### config.mk
export PLATFORM = sky130hd
export DESIGN_NAME = conbus_arb_wd_flat
export DESIGN_NICKNAME = d
export VERILOG_FILES = /design/src/rtl/conbus_arb_wd_pkg.sv /design/src/rtl/conbus_arb_wd_if.sv /design/src/rtl/conbus_rr_pick.sv /design/src/rtl/conbus_arb_wd.sv /design/src/flat_wrapper.sv
export SDC_FILE = /design/constraint.sdc
export NUM_CORES = 1
export LEC_CHECK = 0
export ABC_AREA = 1
export BUFFER_PORTS_ARGS = -buffer_cell sky130_fd_sc_hd__buf_2
export CORE_ASPECT_RATIO = 0.75
export CORE_MARGIN = 4
export CORE_UTILIZATION = 64
export CTS_CLUSTER_DIAMETER = 200
export DETAILED_ROUTE_END_ITERATION = 10
export PLACE_DENSITY_LB_ADDON = 0.3
export SLEW_MARGIN = 40
export SYNTH_ARGS = -nofsm -noshare
export SYNTH_HDL_FRONTEND = slang
export SYNTH_SLANG_ARGS = --single-unit
### constraint.sdc
create_clock -name sys_clk -period 9.2 [get_ports sys_clk]
set_input_delay 0.46 -clock sys_clk [delete_from_list [all_inputs] [get_ports sys_clk]]
set_output_delay 0.46 -clock sys_clk [all_outputs]
set_load 0.02 [all_outputs]
### src/rtl/conbus_arb_wd_pkg.sv
// Shared definitions for the conbus arbiter family.
//   - Default watchdog / counter sizing reused by conbus top levels.
//   - gnt_width(): index width needed for a given number of masters.
//   - rr_next():   round-robin successor index with wrap.
package conbus_arb_wd_pkg;

    localparam int CONBUS_NUM_MASTERS_DEF = 5;
    localparam int CONBUS_TIMEOUT_DEF     = 1024;
    localparam int CONBUS_TO_W_DEF        = 11;
    localparam int CONBUS_CNT_W_DEF       = 16;

    function automatic int gnt_width(input int n);
        return (n <= 1) ? 1 : $clog2(n);
    endfunction

    // Index reached by stepping 'step' places after 'cur' in a ring of n.
    function automatic int rr_next(input int cur, input int step, input int n);
        return (cur + step) % n;
    endfunction

endpackage

### src/rtl/conbus_arb_wd_if.sv
// Arbiter-facing bundle of the shared Wishbone interconnect.
//   req     : per-master cyc
//   bus_stb : stb of the granted master (after the mux)
//   bus_ack : OR of all slave acks
//   gnt     : registered owner index
//   gnt_oh  : one-hot decode of gnt
//   bus_err : one-cycle timeout error towards the owner
// Modport 'slave' is the arbiter side, 'master' the interconnect side.
interface conbus_arb_wd_if #(
    parameter int NUM_MASTERS = 5,
    parameter int GNT_W       = 3
);
    logic [NUM_MASTERS-1:0] req;
    logic                   bus_stb;
    logic                   bus_ack;
    logic [GNT_W-1:0]       gnt;
    logic [NUM_MASTERS-1:0] gnt_oh;
    logic                   bus_err;

    modport slave (
        input  req,
        input  bus_stb,
        input  bus_ack,
        output gnt,
        output gnt_oh,
        output bus_err
    );

    modport master (
        output req,
        output bus_stb,
        output bus_ack,
        input  gnt,
        input  gnt_oh,
        input  bus_err
    );
endinterface

### src/rtl/conbus_rr_pick.sv
// Combinational rotate-priority encoder.
//   req_i   : request vector
//   cur_i   : current owner; search starts at cur_i+1 and wraps
//   excl_i  : drop cur_i from the candidate list (it would otherwise be last)
//   nxt_o   : first requesting index found (cur_i when none)
//   found_o : a candidate was found
module conbus_rr_pick
    import conbus_arb_wd_pkg::*;
#(
    parameter int NUM_MASTERS = 5,
    parameter int GNT_W       = 3
) (
    input  logic [NUM_MASTERS-1:0] req_i,
    input  logic [GNT_W-1:0]       cur_i,
    input  logic                   excl_i,
    output logic [GNT_W-1:0]       nxt_o,
    output logic                   found_o
);

    always_comb begin
        logic [GNT_W-1:0] idx;
        idx     = '0;
        nxt_o   = cur_i;
        found_o = 1'b0;
        // Step k = NUM_MASTERS lands back on cur_i, making the owner the last candidate.
        for (int k = 1; k <= NUM_MASTERS; k++) begin
            idx = GNT_W'(rr_next(int'(cur_i), k, NUM_MASTERS));
            if (!found_o && req_i[idx] && !(excl_i && (k == NUM_MASTERS))) begin
                found_o = 1'b1;
                nxt_o   = idx;
            end
        end
    end

endmodule

### src/rtl/conbus_arb_wd.sv
// Round-robin Wishbone bus arbiter with per-transaction watchdog.
// Ownership is held for the whole cyc of the owner; if the owner's strobe
// stays unacknowledged for TIMEOUT cycles an error pulse is issued and
// ownership is forcibly rotated away from it.
//   sys_clk, sys_rst_n : clock, asynchronous active-low reset
//   bus (slave)        : req/bus_stb/bus_ack in, gnt/gnt_oh/bus_err out
//   to_clr             : synchronous clear of to_count and to_master
//   to_master          : index of the master that last timed out
//   to_count           : saturating count of timeout events
module conbus_arb_wd
    import conbus_arb_wd_pkg::*;
#(
    parameter int NUM_MASTERS = CONBUS_NUM_MASTERS_DEF,
    parameter int GNT_W       = 3,
    parameter int TIMEOUT     = CONBUS_TIMEOUT_DEF,
    parameter int TO_W        = CONBUS_TO_W_DEF,
    parameter int CNT_W       = CONBUS_CNT_W_DEF
) (
    input  logic              sys_clk,
    input  logic              sys_rst_n,
    conbus_arb_wd_if.slave    bus,
    input  logic              to_clr,
    output logic [GNT_W-1:0]  to_master,
    output logic [CNT_W-1:0]  to_count
);

    localparam logic [TO_W-1:0] WD_LAST = TO_W'(TIMEOUT - 1);

    logic [GNT_W-1:0]       gnt_q, gnt_d;
    logic [TO_W-1:0]        wd_q, wd_d;
    logic                   err_q;
    logic [GNT_W-1:0]       to_master_q, to_master_d;
    logic [CNT_W-1:0]       to_count_q, to_count_d;

    logic                   own_req;
    logic                   wd_cond;
    logic                   timeout;
    logic                   release_own;
    logic [GNT_W-1:0]       pick_idx;
    logic                   pick_found;
    logic [NUM_MASTERS-1:0] gnt_oh;

    function automatic logic [CNT_W-1:0] sat_inc(input logic [CNT_W-1:0] v);
        return (&v) ? v : v + CNT_W'(1);
    endfunction

    assign own_req = bus.req[gnt_q];
    assign wd_cond = own_req & bus.bus_stb & ~bus.bus_ack;
    // An ack in the limit cycle removes wd_cond, so ack always beats the timeout.
    assign timeout = (TIMEOUT != 0) && wd_cond && (wd_q == WD_LAST);

    // Ownership is only re-evaluated when the owner drops cyc or times out.
    assign release_own = ~own_req | timeout;

    conbus_rr_pick #(
        .NUM_MASTERS (NUM_MASTERS),
        .GNT_W       (GNT_W)
    ) u_pick (
        .req_i   (bus.req),
        .cur_i   (gnt_q),
        .excl_i  (timeout),
        .nxt_o   (pick_idx),
        .found_o (pick_found)
    );

    // No candidate (idle bus, or a timed-out sole requester): hold gnt, never park.
    always_comb begin
        gnt_d = gnt_q;
        if (release_own && pick_found) begin
            gnt_d = pick_idx;
        end
    end

    always_comb begin
        wd_d = wd_q + TO_W'(1);
        if ((TIMEOUT == 0) || !wd_cond || timeout || (gnt_d != gnt_q)) begin
            wd_d = '0;
        end
    end

    // Clear wins over a coincident timeout; bus_err still pulses.
    always_comb begin
        to_master_d = to_master_q;
        to_count_d  = to_count_q;
        if (to_clr) begin
            to_master_d = '0;
            to_count_d  = '0;
        end else if (timeout) begin
            to_master_d = gnt_q;
            to_count_d  = sat_inc(to_count_q);
        end
    end

    always_ff @(posedge sys_clk or negedge sys_rst_n) begin
        if (!sys_rst_n) begin
            gnt_q       <= '0;
            wd_q        <= '0;
            err_q       <= 1'b0;
            to_master_q <= '0;
            to_count_q  <= '0;
        end else begin
            gnt_q       <= gnt_d;
            wd_q        <= wd_d;
            err_q       <= timeout;
            to_master_q <= to_master_d;
            to_count_q  <= to_count_d;
        end
    end

    always_comb begin
        for (int i = 0; i < NUM_MASTERS; i++) begin
            gnt_oh[i] = (gnt_q == GNT_W'(i));
        end
    end

    assign bus.gnt     = gnt_q;
    assign bus.gnt_oh  = gnt_oh;
    assign bus.bus_err = err_q;
    assign to_master   = to_master_q;
    assign to_count    = to_count_q;

endmodule

### src/flat_wrapper.sv
// flat-port wrapper written by rule: the top's interface ports become plain ports
module conbus_arb_wd_flat import conbus_arb_wd_pkg::*;
#(
    parameter int NUM_MASTERS = CONBUS_NUM_MASTERS_DEF,
    parameter int GNT_W       = 3,
    parameter int TIMEOUT     = CONBUS_TIMEOUT_DEF,
    parameter int TO_W        = CONBUS_TO_W_DEF,
    parameter int CNT_W       = CONBUS_CNT_W_DEF
)
  (sys_clk, sys_rst_n, to_clr, to_master, to_count, bus_req, bus_bus_stb, bus_bus_ack, bus_gnt, bus_gnt_oh, bus_bus_err);
  conbus_arb_wd_if #(.NUM_MASTERS(NUM_MASTERS), .GNT_W(GNT_W)) bus_i ();
  input  logic sys_clk;
  input  logic sys_rst_n;
  input  logic to_clr;
  output logic [GNT_W-1:0] to_master;
  output logic [CNT_W-1:0] to_count;
  input wire logic [$bits(bus_i.req)-1:0] bus_req;
  input wire logic [$bits(bus_i.bus_stb)-1:0] bus_bus_stb;
  input wire logic [$bits(bus_i.bus_ack)-1:0] bus_bus_ack;
  output wire logic [$bits(bus_i.gnt)-1:0] bus_gnt;
  output wire logic [$bits(bus_i.gnt_oh)-1:0] bus_gnt_oh;
  output wire logic [$bits(bus_i.bus_err)-1:0] bus_bus_err;
  assign bus_i.req = bus_req;
  assign bus_i.bus_stb = bus_bus_stb;
  assign bus_i.bus_ack = bus_bus_ack;
  assign bus_gnt = bus_i.gnt;
  assign bus_gnt_oh = bus_i.gnt_oh;
  assign bus_bus_err = bus_i.bus_err;
  conbus_arb_wd #(.NUM_MASTERS(NUM_MASTERS), .GNT_W(GNT_W), .TIMEOUT(TIMEOUT), .TO_W(TO_W), .CNT_W(CNT_W)) u_core (.sys_clk(sys_clk), .sys_rst_n(sys_rst_n), .bus(bus_i), .to_clr(to_clr), .to_master(to_master), .to_count(to_count));
endmodule
After elaboration in Yosys (flattened, before gate mapping)
Cells that the tools add are included.
Operators by class
  equality and inequality tests: 7
  reductions and logical operators: 19
  divide/modulo/power cells: 5
  multiplexer cells: 29
  add/subtract/negate cells: 7
  magnitude comparators: 6
  bitwise gates (word level): 5
Operators with widths (number)
  32-bit by 4-bit remainder unit with 32-bit output, second input constant: 5
  16-bit 2-to-1 mux: 3
  3-bit by 4-bit < comparator with 1-bit output, second input constant: 6
  3-bit 2-to-1 mux: 8
  1-bit binary-select mux with 3-bit select: 6
  16-bit by 1-bit adder with 16-bit output, second input constant: 1
  16-bit AND reduction: 1
  11-bit by 1-bit adder with 11-bit output, second input constant: 1
  11-bit by 10-bit equality test with 1-bit output, second input constant: 1
  1-bit 2-to-1 mux: 11
  11-bit 2-to-1 mux: 1
  3-bit by 2-bit adder with 4-bit output, second input constant: 2
  3-bit by 3-bit adder with 4-bit output, second input constant: 2
  1-bit logical AND: 7
  3-bit by 2-bit equality test with 1-bit output, second input constant: 2
  1-bit zero test: 6
  3-bit by 1-bit adder with 4-bit output, second input constant: 1
  3-bit by 1-bit equality test with 1-bit output, second input constant: 1
  3-bit equality test, second input constant: 1
  3-bit zero test: 1
  3-bit inequality test: 1
  1-bit bitwise AND: 2
  1-bit logical OR: 2
  2-bit inequality test, second input constant: 1
  4 further kinds: 5
Storage, ports and cells
  output and inout bits: 28
  input bits: 10
  register bits after elaboration: 34

Longest topological paths before layout
Gate-level depths: netlist of run 1.
  depth after elaboration: 23
  gate-level depth with buffers: 26
  gate-level depth less buffers: 25

Hierarchy
From an unflattened synthesis of run 1, not the netlist that was laid out.
Second synthesis, totals
  cell total of the unflattened synthesis: 592
  area total of the unflattened synthesis: 4036.4 µm²
Modules (own cells, without submodules)
  conbus_arb_wd: cells each 264, times used 1, sequential area each 850.8 µm², area each 2094.5 µm²
  conbus_rr_pick: cells each 328, times used 1, sequential area each 0.0 µm², area each 1941.9 µm²

Worst setup path after synthesis of run 1
No wires, ideal clock.
  path kind: register to register
  from: register u_core.gnt_q[0], in the netlist u_core.bus.gnt[0]
  to: register u_core.gnt_q[1], in the netlist u_core.bus.gnt[1]
  buffers on the path: 3
  setup slack: 5.641 ns
  cell stages (with the launch flop): 23
  data required time: 9.066 ns
  arrival: 3.425 ns
  cells stage by stage: dfrtp_1 -> buf_6 -> inv_2 -> clkbuf_1 -> ha_1 -> clkbuf_2 -> inv_2 -> ha_1 -> inv_1 -> ha_1 -> inv_1 -> o2111ai_1 -> nand2_1 -> nand2_2 -> nand2_1 -> nand2_1 -> nand3b_1 -> nand3_2 -> nand2_1 -> nor2_2 -> nand3_1 -> o21ai_2 -> a21oi_1
Between the ends
  word-level cells in the longest chain between the ends: 20
Ends and longest elaborated chain
  from (decl): RTL line conbus_arb_wd.sv:29  | logic [GNT_W-1:0] gnt_q, gnt_d;
  from (signal assigned): RTL line conbus_arb_wd.sv:102  | gnt_q <= gnt_d;
  3-bit by 1-bit adder with 4-bit output: RTL line conbus_arb_wd_pkg.sv:18  | return (cur + step) % n;
  32-bit by 4-bit remainder unit with 32-bit output: RTL line conbus_arb_wd_pkg.sv:18
  1-bit binary-select mux with 3-bit select: RTL line conbus_rr_pick.sv:28  | if (!found_o && req_i[idx] && !(excl_i && (k == NUM_MASTERS))) begin
  1-bit 2-to-1 mux (not written as such): RTL line conbus_rr_pick.sv:28
  1-bit 2-to-1 mux: RTL line conbus_rr_pick.sv:28
  1-bit zero test: RTL line conbus_rr_pick.sv:28
  1-bit logical AND: RTL line conbus_rr_pick.sv:28
  1-bit 2-to-1 mux: RTL line conbus_rr_pick.sv:28
  (+4 left out)
  1-bit logical AND: RTL line conbus_rr_pick.sv:28
  1-bit 2-to-1 mux: RTL line conbus_rr_pick.sv:28
  1-bit zero test: RTL line conbus_rr_pick.sv:28
  1-bit logical AND (2 in a row): RTL line conbus_rr_pick.sv:28
  1-bit 2-to-1 mux: RTL line conbus_rr_pick.sv:28
  1-bit logical AND: RTL line conbus_arb_wd.sv:69  | if (release_own && pick_found) begin
  3-bit 2-to-1 mux (*): RTL line conbus_arb_wd.sv:69
  named net u_core.gnt_d[1]: RTL line conbus_arb_wd.sv:29
The timed path passes the listed nets; every way through them passes the cells marked *. The select of a mux whose other input is x is not followed.
A chain may end at the register's enable or synchronous reset.

Worst setup path in the final report of run 1
  from: register u_core.gnt_q[0], in the netlist u_core.bus.gnt[0]
  to: register u_core.gnt_q[0], in the netlist u_core.bus.gnt[0]
The elaborated chain is that of the path after synthesis.

==> results of run 1 <==
==> layout make-up <==
class,count,area [um2],share of cell area (%)
sequential,34,851,23.7
clock inverter,3,68.8,1.92
multi-input combinational,369,2050,57.0
inverter,78,293,8.15
clock buffer,5,68.8,1.92
tap,60,75.1,2.09
timing repair buffer,37,188,5.23
==> sequential cells by signal, summed over array words and instances (netlist names) <==
| register | count |
|---|---|
| u_core.bus.bus_err | 1 |
| u_core.bus.gnt | 3 |
| u_core.to_count | 16 |
| u_core.to_master | 3 |
| u_core.wd_q | 11 |
==> metrics by stage <==
| step | worst slack, ns | instance area [um2] | util, % |
|---|---|---|---|
| floorplan | 5.64 | 3240 | - |
| global placement | 5.22 | 3450 | 70.4 |
| detailed placement | 5.07 | 3450 | 70.4 |
| CTS | 5.06 | 3590 | 73.2 |
| global route | 4.54 | 3590 | 73.3 |
| finish | 4.97 | 3590 | 73.3 |
==> logic make-up (layout without fill, tap and decap cells) <==
kind of cell	after synthesis	in the layout	share of synthesized area, %
buffers and inverters	87	123	10.4
AO/OA/AOI/OAI	62	62	10.5
AND/OR/NAND/NOR	270	270	38.9
XOR/XNOR	6	6	1.62
flip-flops	34	34	26.3
adder cells (fa/ha/maj)	31	31	12.2
==> worst paths after layout <==
kind	slack (ns)	to	from	cells after the start
worst max-delay path	4.97	u_core.bus.gnt[0]	u_core.bus.gnt[0]	22
max in group asynchronous	8.78	u_core.to_count[13]	sys_rst_n	1
min in group sys_clk	0.39	u_core.to_count[13]	to_clr	2
worst max register to register	4.97	u_core.bus.gnt[0]	u_core.bus.gnt[0]	22
worst min register to register	0.46	u_core.wd_q[0]	u_core.wd_q[0]	1
worst min-delay path	0.10	u_core.wd_q[1]	sys_rst_n	1
==> routing by layer <==
metal / track usage, % / up-vias / share of wire [%] / wire length [um]
met5: 0 / - / 0 / 0
met2: 38.0 / 137 / 43 / 3350
met4: 4.92 / 0 / 0.86 / 67
met3: 5.42 / 12 / 8.8 / 681
met1: 37.7 / 1527 / 47 / 3670
li1: - / 1651 / - / -
==> cells in the mapped netlist (all sizes together) <==
cell and instances:
dfrtp 34, clkbuf 6, a31oi 1, ha 30
o2111ai 1, nor3b 4, nand3 51, o21ai 31
o31ai 2, and2 1, nand3b 1, nor2 46
fa 1, o22ai 1, a31o 1, buf 3
o21a 3, nand2 138, a21oi 22, nor3 12
or2 2, nand4 14, and3 1, xor2 6
inv 78
==> worst reg2reg max path: stages (launching register included) <==
cell     delay (ns)
dfrtp_1        0.87
inv_2          0.36
ha_1           0.52
ha_1           0.26
nor2_1         0.13
nand2_1        0.09
nand2_1        0.08
xor2_1         0.32
ha_1           0.25
nand2_1        0.06
nand2_1        0.12
nand2_1        0.10
nand2_1        0.12
nand2_1        0.11
nand2_1        0.07
nand3_1        0.07
nand3_1        0.08
nand2_1        0.09
nand2_1        0.07
nand2_1        0.06
o21ai_2        0.17
nand2_1        0.07
nand2_1        0.10
==> flow_metrics.env, run 1 <==
export IMPL_outcome="complete, no violations"
export IMPL_netlist_cell_type_count=41
export IMPL_skew_ns=0.00718
export IMPL_grt_first_pass_wirelength_mm=13.4
export IMPL_grtUsageTotal_pct=25.3
export IMPL_die_w_um=90.1
export IMPL_crit_buf_inv=1
export IMPL_layoutNonFillerInstCount=586
export IMPL_cp_max_fo=24
export IMPL_io_pins=38
export IMPL_clk_path_buf_depth=2
export IMPL_syn_area_per_cell_um2=6.60
export IMPL_syn_area_mm2=0.00324
export IMPL_cts_resized=0
export IMPL_syn_instance_count=490
export IMPL_diodes=0
export IMPL_postCtsSetupBuffers=0
export IMPL_path_common_cell="nand2_1"
export IMPL_hold_viol_final=0
export IMPL_die_h_um=69.6
export IMPL_io_buffers=37
export IMPL_placementRows=22
export IMPL_ys_ff_latch=34
export IMPL_final_common_cell="nand2_1"
export IMPL_grt_overflow_total=0
export IMPL_cts_root_buf="clkbuf_8"
export IMPL_synthTopCellsByArea="dfrtp_1, nand2_1, ha_1"
export IMPL_synth_nets=531
export IMPL_crit_type="register to register"
export IMPL_worstSetupEndpointType="register"
export IMPL_maxSlewViolCount=0
export IMPL_crit_arrival_ns=4.45
export IMPL_gp_congestion=1.03
export IMPL_synth_warnings=0
export IMPL_cts_buffers=5
export IMPL_yosys_area_top_type="dfrtp_1"
export IMPL_cts_sinks=34
export IMPL_wl_per_cell_um=13.3
export IMPL_fmax_mhz=236
export IMPL_n_fill_cell=397
export IMPL_worst_pin_slew_ns=0.810
export IMPL_drive_gt1_share_pct=14.3
export IMPL_holdCritPathClass="primary input to async pin"
export IMPL_routed_via_density=5.68
export IMPL_drcViolationCount=0
export IMPL_hold_ws_ns=0.102
export IMPL_setup_viol=0
export IMPL_final_antenna_net_count=0
export IMPL_start_util_pct=66.0
export IMPL_min_period_over_period_pct=46.0
export IMPL_place_inst=578
export IMPL_cts_tree="yes"
export IMPL_insertion_delay_ns=0.29
export IMPL_ys_seq_area_share_pct=26.3
export IMPL_dieArea_mm2=0.00627
export IMPL_drt_iter0_markers=283
export IMPL_cp_start_kind="register"
export IMPL_antenna_found_initial=0
export IMPL_vias=3327
export IMPL_ctsHoldBuffers=0
export IMPL_crit_slowest_cell="dfrtp_1"
export IMPL_fin_setup_tns_ns=0
export IMPL_grt_max_degree=35
export IMPL_synthToLayoutAreaGrowth_pct=11.0
export IMPL_h_tree_depth=2
export IMPL_grt_pass1_vias=3027
export IMPL_clkSlewWorstSetupHoldPaths_ns=0.08
export IMPL_path_cells="inv_2 > ha_1 > ha_1 > nor2_1 > nand2_1 > nand2_1 > xor2_1 > ha_1 > nand2_1 > nand2_1 > nand2_1 > nand2_1 > nand2_1 > nand2_1 > nand3_1 > nand3_1 > nand2_1 > nand2_1 > nand2_1 > o21ai_2 > nand2_1 > nand2_1"
export IMPL_max_slew_margin_pct=46.0
export IMPL_synth_top_area_share_pct=26.3
export IMPL_rsz0062_at_grt="false"
export IMPL_cap_violations=0
export IMPL_core_area_mm2=0.00490
export IMPL_dpl_hpwl_mm=5.95
export IMPL_wirelength_mm=7.77
export IMPL_fin_crit_ns=4.23
export IMPL_final_nets=566
export IMPL_crit_family="simple AND/OR/NAND/NOR gates"
export IMPL_drtPass1Iterations=5
export IMPL_cp_slowest_stage_delay_ns=0.87
export IMPL_final_cell_mix="nand2_1, inv_1, nand3_1"
export IMPL_cp_data_required_time_ns=9.42
Power of run 1 is left out: the tool's default activity adds up to more than one toggle a clock period on the data nets, which glitch-free logic cannot reach.
==> run 2: changes to the inputs <==
--- a/config.mk
+++ b/config.mk
@@ -9,7 +9,7 @@
 export BUFFER_PORTS_ARGS = -buffer_cell sky130_fd_sc_hd__buf_2
 export CORE_ASPECT_RATIO = 0.75
 export CORE_MARGIN = 4
-export CORE_UTILIZATION = 64
+export CORE_UTILIZATION = 54
 export CTS_CLUSTER_DIAMETER = 200
 export DETAILED_ROUTE_END_ITERATION = 10
 export PLACE_DENSITY_LB_ADDON = 0.3
==> constraint.sdc (replaced) <==
create_clock -name sys_clk -period 3.85 [get_ports sys_clk]
set_input_delay 0.1925 -clock sys_clk [delete_from_list [all_inputs] [get_ports sys_clk]]
set_output_delay 0.1925 -clock sys_clk [all_outputs]
set_load 0.02 [all_outputs]
==> run 2 against run 1 <==
  * Die area grew 17%
  * Setup slack lost 4.7 ns
  * Hold slack gained 0.016 ns
  * Maximum frequency grew 19%
  * Sequential cell count is the same
  * Design area grew 1.3%
  * Clock skew shrank 0.0013 ns
  * Wire length shrank 2.4%
  * Via count shrank 2.3%
  * Critical path depth grew 2
  * Utilization shrank 11 points
  * Register-to-register slack lost 4.7 ns
  * Critical path type unchanged
  * Critical endpoint is now u_core.bus.gnt[1]
==> flow_metrics.env, run 2 (synthesis results as in run 1) <==
export IMPL_grt_max_degree=35
export IMPL_outcome="complete, no violations"
export IMPL_vias=3251
export IMPL_fin_crit_ns=3.56
export IMPL_holdCritPathClass="primary input to register"
export IMPL_placementRows=24
export IMPL_cp_slowest_stage_delay_ns=0.50
export IMPL_routed_via_density=5.30
export IMPL_cts_buffers=5
export IMPL_clkSlewWorstSetupHoldPaths_ns=0.06
export IMPL_dpl_hpwl_mm=5.88
export IMPL_wirelength_mm=7.59
export IMPL_clk_path_buf_depth=2
export IMPL_r2r_cells=24
export IMPL_grt_overflow_total=0
export IMPL_worst_pin_slew_ns=0.554
export IMPL_dieArea_mm2=0.00731
export IMPL_setup_viol=0
export IMPL_grt_first_pass_wirelength_mm=12.8
export IMPL_crit_slowest_cell="dfrtp_1"
export IMPL_fmax_mhz=281
export IMPL_drive_gt1_share_pct=16.1
export IMPL_cts_sinks=34
export IMPL_fin_util_pct=62.5
export IMPL_diodes=0
export IMPL_grtUsageTotal_pct=21.0
export IMPL_fin_area_mm2=0.00364
export IMPL_insertion_delay_ns=0.29
export IMPL_largest_reg_flops=16
export IMPL_drcViolationCount=0
export IMPL_pre_cts_slack_ns=0.227
export IMPL_cp_start_kind="register"
export IMPL_final_common_cell="nand2_1"
export IMPL_layoutNonFillerInstCount=613
export IMPL_maxSlewViolCount=0
export IMPL_min_period_over_period_pct=92.5
export IMPL_path_cells="ha_1 > ha_1 > inv_1 > ha_1 > nor2_1 > nand2_1 > nand2_1 > xor2_1 > ha_1 > inv_1 > nand2_1 > nand2_1 > nand2_1 > nand2_1 > nand2_1 > nand2_1 > nand3_1 > nand3_1 > nand2_1 > nand4_1 > o21ai_0 > nor2_1 > nor2_1 > a21oi_1"
export IMPL_final_nets=576
export IMPL_n_fill_cell=573
export IMPL_path_common_cell="nand2_1"
export IMPL_skew_ns=0.00587
export IMPL_cp_data_required_time_ns=4.01
export IMPL_r2r_start="u_core.bus.gnt[0]"
export IMPL_io_buffers=37
export IMPL_synthToLayoutAreaGrowth_pct=12.5
export IMPL_cp_max_fo=9
export IMPL_cts_tree="yes"
export IMPL_endpoint="u_core.bus.gnt[1]"
export IMPL_crit_type="register to register"
export IMPL_layout_setup_ws_ns=0.288
export IMPL_crit_arrival_ns=3.72
export IMPL_start_util_pct=55.5
export IMPL_h_tree_depth=2
export IMPL_gp_congestion=0.875
export IMPL_hold_viol_final=0
export IMPL_io_pins=38
export IMPL_die_w_um=97.4
export IMPL_crit_family="simple AND/OR/NAND/NOR gates"
export IMPL_antenna_found_initial=0
export IMPL_crit_buf_inv=2
export IMPL_final_antenna_net_count=0
export IMPL_worstSetupPathDepth=24
export IMPL_cts_root_buf="clkbuf_8"
export IMPL_place_inst=602
export IMPL_worstSetupEndpointType="register"
export IMPL_drt_iter0_markers=259
export IMPL_drtPass1Iterations=5
export IMPL_critPathLaunch="u_core.bus.gnt[0]"
export IMPL_die_h_um=75.0
export IMPL_worst_r2r_setup_slack_ns=0.29
export IMPL_wl_per_cell_um=12.4
export IMPL_cap_violations=0
export IMPL_grt_pass1_vias=2869
export IMPL_core_area_mm2=0.00583
export IMPL_max_slew_margin_pct=63.0
export IMPL_reg2reg_to="u_core.bus.gnt[1]"
export IMPL_final_cell_mix="nand2_1, inv_1, nand3_1"
export IMPL_dpl_cell_area_mm2=0.00352
-- run 2: per-layer routing --
layer  vias to the layer above  part of all wire (%)  routed length [um]  GRT usage (%)
li1                       1674                     -                   -              -
met1                      1463                    51                3860           31.2
met2                       104                    41                3140           32.3
met3                        10                   6.9                 526           3.61
met4                         0                  0.87                  66           4.45
met5                         -                     0                   0              0
-- run 2: worst register-to-register path, stage by stage, from the launching register on --
cell and delay, ns:
dfrtp_1 0.50, ha_1 0.28, ha_1 0.29, inv_1 0.10, ha_1 0.19, nor2_1 0.12, nand2_1 0.09, nand2_1 0.08
xor2_1 0.30, ha_1 0.21, inv_1 0.04, nand2_1 0.04, nand2_1 0.10, nand2_1 0.13, nand2_1 0.10, nand2_1 0.12
nand2_1 0.06, nand3_1 0.08, nand3_1 0.08, nand2_1 0.10, nand4_1 0.09, o21ai_0 0.09, nor2_1 0.06, nor2_1 0.13
a21oi_1 0.06
-- run 2: final cells by class --
class / count / area [um2] / share of cell area (%)
well taps: 78 / 97.6 / 2.68
clock buffers: 5 / 68.8 / 1.89
flip-flops and latches: 34 / 852 / 23.4
clock inverters: 2 / 10.0 / 0.275
multi-input cells: 369 / 2050 / 56.4
inverters: 78 / 293 / 8.05
repair buffers: 47 / 265 / 7.29
-- run 2: worst min-delay path by stage --
stage | startpoint | to | slack [ns] | cells after the start
final | to_clr | u_core.to_count[13] | 0.12 | 2
after global routing | to_clr | u_core.to_count[13] | 0.10 | 2
after CTS | to_clr | u_core.to_count[13] | 0.10 | 2
after detailed placement | sys_rst_n | u_core.wd_q[6] | 0.30 | 1
after global placement | sys_rst_n | u_core.wd_q[6] | 0.30 | 1
after floorplan | sys_rst_n | u_core.bus.bus_err | -0.10 | 0
-- run 2: what timing repair did --
action / 4_1_cts / 5_1_grt
hold endpoints to repair: 27 / 0
buffers inserted: 0 / 3
endpoints found under the setup margin: 0 / 3
resized for setup: 0 / 4
hold buffers: 1 / 0
-- run 2: metrics by stage --
step,hold slack (ns),TNS [ns]
final,0.118,0
after global routing,0.102,-0.00584
after CTS,0.101,0
after detailed placement,0.301,0
after global placement,0.302,0
after floorplan,-0.103,0
Power of run 2 is left out for the same reason.
==> run 3: changes to the inputs <==
--- a/config.mk
+++ b/config.mk
@@ -7,12 +7,11 @@
 export LEC_CHECK = 0
 export ABC_AREA = 1
 export BUFFER_PORTS_ARGS = -buffer_cell sky130_fd_sc_hd__buf_2
-export CORE_ASPECT_RATIO = 0.75
 export CORE_MARGIN = 4
-export CORE_UTILIZATION = 54
+export CORE_UTILIZATION = 64
 export CTS_CLUSTER_DIAMETER = 200
 export DETAILED_ROUTE_END_ITERATION = 10
-export PLACE_DENSITY_LB_ADDON = 0.3
+export PLACE_DENSITY = 0.82
 export SLEW_MARGIN = 40
 export SYNTH_ARGS = -nofsm -noshare
 export SYNTH_HDL_FRONTEND = slang
==> constraint.sdc (replaced) <==
create_clock -name sys_clk -period 4.61 [get_ports sys_clk]
set_input_delay 0.2305 -clock sys_clk [delete_from_list [all_inputs] [get_ports sys_clk]]
set_output_delay 0.2305 -clock sys_clk [all_outputs]
set_load 0.02 [all_outputs]
==> run 3 against run 2 <==
  * Register-to-register slack better by 0.44 ns
  * Cell count is 2.4% lower
  * Sequential cell count unchanged
  * Via count increased by 0.22%
  * First-iteration DRC count decreased by 29%
  * Clock skew is 0.0013 ns lower
  * Non-clock buffer count down 5
  * Global-route usage grew 4.7 points
  * Setup slack better by 0.44 ns
  * Hold slack improved by 0.014 ns
  * Critical path type unchanged
==> flow_metrics.env, run 3 (synthesis results as in run 1) <==
export IMPL_fmax_mhz=258
export IMPL_multi_input_area_mm2=0.00205
export IMPL_path_cells="ha_1 > ha_1 > inv_1 > ha_1 > nor2_1 > nand2_1 > nand2_1 > xor2_1 > ha_1 > nand2_1 > nand2_1 > nand2_1 > nand2_1 > nand2_1 > nand2_1 > nand3_1 > nand3_1 > nand2_1 > nand4_1 > nand4_1 > nand2_1 > nand2_1 > nand2_1 > nand2_1"
export IMPL_dpl_hpwl_mm=5.89
export IMPL_crit_type="register to register"
export IMPL_wl_per_cell_um=12.9
export IMPL_crit_buf_inv=1
export IMPL_die_w_um=79.1
export IMPL_routed_via_density=5.45
export IMPL_max_slew_margin_pct=52.0
export IMPL_cap_violations=0
export IMPL_core_area_mm2=0.00482
export IMPL_path_common_cell="nand2_1"
export IMPL_start_util_pct=67.2
export IMPL_diodes=0
export IMPL_skew_ns=0.00462
export IMPL_cp_data_required_time_ns=4.80
export IMPL_synthToLayoutAreaGrowth_pct=11.8
export IMPL_rsz0062_at_grt="false"
export IMPL_grt_pass1_vias=3030
export IMPL_cts_root_buf="clkbuf_8"
export IMPL_antenna_found_initial=0
export IMPL_layout_setup_ws_ns=0.729
export IMPL_postCtsSetupBuffers=0
export IMPL_hold_viol_final=0
export IMPL_grt_max_degree=35
export IMPL_holdCritPathClass="primary input to register"
export IMPL_outcome="complete, no violations"
export IMPL_crit_arrival_ns=4.07
export IMPL_maxSlewViolCount=0
export IMPL_placementRows=25
export IMPL_largest_reg_flops=16
export IMPL_grt_overflow_total=0
export IMPL_gp_congestion=0.959
export IMPL_final_common_cell="nand2_1"
export IMPL_grtUsageTotal_pct=25.7
export IMPL_crit_family="simple AND/OR/NAND/NOR gates"
export IMPL_cts_tree="yes"
export IMPL_wirelength_mm=7.70
export IMPL_fin_crit_ns=3.88
export IMPL_crit_slowest_cell="dfrtp_1"
export IMPL_drive_gt1_share_pct=14.9
export IMPL_cts_sinks=34
export IMPL_clk_path_buf_depth=2
export IMPL_final_cell_mix="nand2_1, inv_1, nand3_1"
export IMPL_pre_cts_slack_ns=0.732
export IMPL_h_tree_depth=2
export IMPL_cp_slowest_stage_delay_ns=0.61
export IMPL_fin_setup_tns_ns=0
export IMPL_vias=3258
export IMPL_cp_start_kind="register"
export IMPL_drt_iter0_markers=184
export IMPL_io_buffers=37
export IMPL_cts_buffers=5
export IMPL_insertion_delay_ns=0.30
export IMPL_setup_viol=0
export IMPL_drtPass1Iterations=5
export IMPL_worstSetupEndpointType="register"
export IMPL_grt_first_pass_wirelength_mm=13.0
export IMPL_final_nets=571
export IMPL_cp_max_fo=16
export IMPL_min_period_over_period_pct=84.2
export IMPL_final_antenna_net_count=0
export IMPL_die_h_um=79.1
export IMPL_worst_pin_slew_ns=0.715
export IMPL_n_fill_cell=430
export IMPL_drcViolationCount=0
export IMPL_dieArea_mm2=0.00626
export IMPL_io_pins=38
export IMPL_clkSlewWorstSetupHoldPaths_ns=0.07
export IMPL_seqCellArea_um2=851
run 3: per-layer routing:
metal,track usage (%),vias to the layer above,share of wire (%)
li1,-,1655,-
met4,6.01,0,1.1
met5,0,-,0
met3,6.92,14,8.5
met1,33.5,1462,44
met2,42.5,127,46
run 3: worst register-to-register path, cell delays in order, from the launching register on:
cell and delay, ns:
dfrtp_1 0.61, ha_1 0.35, ha_1 0.44, inv_1 0.15, ha_1 0.20, nor2_1 0.12, nand2_1 0.08, nand2_1 0.07
xor2_1 0.26, ha_1 0.23, nand2_1 0.07, nand2_1 0.12, nand2_1 0.11, nand2_1 0.11, nand2_1 0.10, nand2_1 0.07
nand3_1 0.07, nand3_1 0.08, nand2_1 0.09, nand4_1 0.09, nand4_1 0.09, nand2_1 0.10, nand2_1 0.05, nand2_1 0.07
nand2_1 0.06
run 3: through the flow:
stage / utilization [%] / std cells / hold WS [ns] / instance area [um2]
after floorplan: - / 490 / -0.0651 / 3240
after global placement: 72.4 / 589 / 0.328 / 3490
after detailed placement: 72.4 / 589 / 0.333 / 3490
after CTS: 74.8 / 597 / 0.0105 / 3600
after global routing: 75.1 / 598 / 0.140 / 3620
final: 75.1 / 598 / 0.132 / 3620
run 3: path summary, 6_finish.rpt:
kind	startpoint	to	slack, ns	cells past startpoint
max	u_core.bus.gnt[0]	u_core.bus.gnt[0]	0.73	24
min	to_clr	u_core.to_count[13]	0.13	2
max reg2reg	u_core.bus.gnt[0]	u_core.bus.gnt[0]	0.73	24
min reg2reg	u_core.wd_q[0]	u_core.wd_q[0]	0.47	1
max in group asynchronous	sys_rst_n	u_core.wd_q[7]	3.87	2
min in group asynchronous	sys_rst_n	u_core.wd_q[0]	0.43	2
run 3: repair_timing:
action | CTS | global route
resized for setup | 0 | 0
hold endpoints to repair | 0 | 34
hold buffers | 0 | 1
run 3: area by class of cell:
cell class | instances | share of cell area [%]
Tap cell | 67 | 2.32
Multi-Input combinational cell | 369 | 56.6
Inverter | 78 | 8.10
Timing Repair Buffer | 42 | 6.30
Clock inverter | 3 | 1.25
Sequential cell | 34 | 23.5
Clock buffer | 5 | 1.90
Power of run 3 is left out for the same reason.
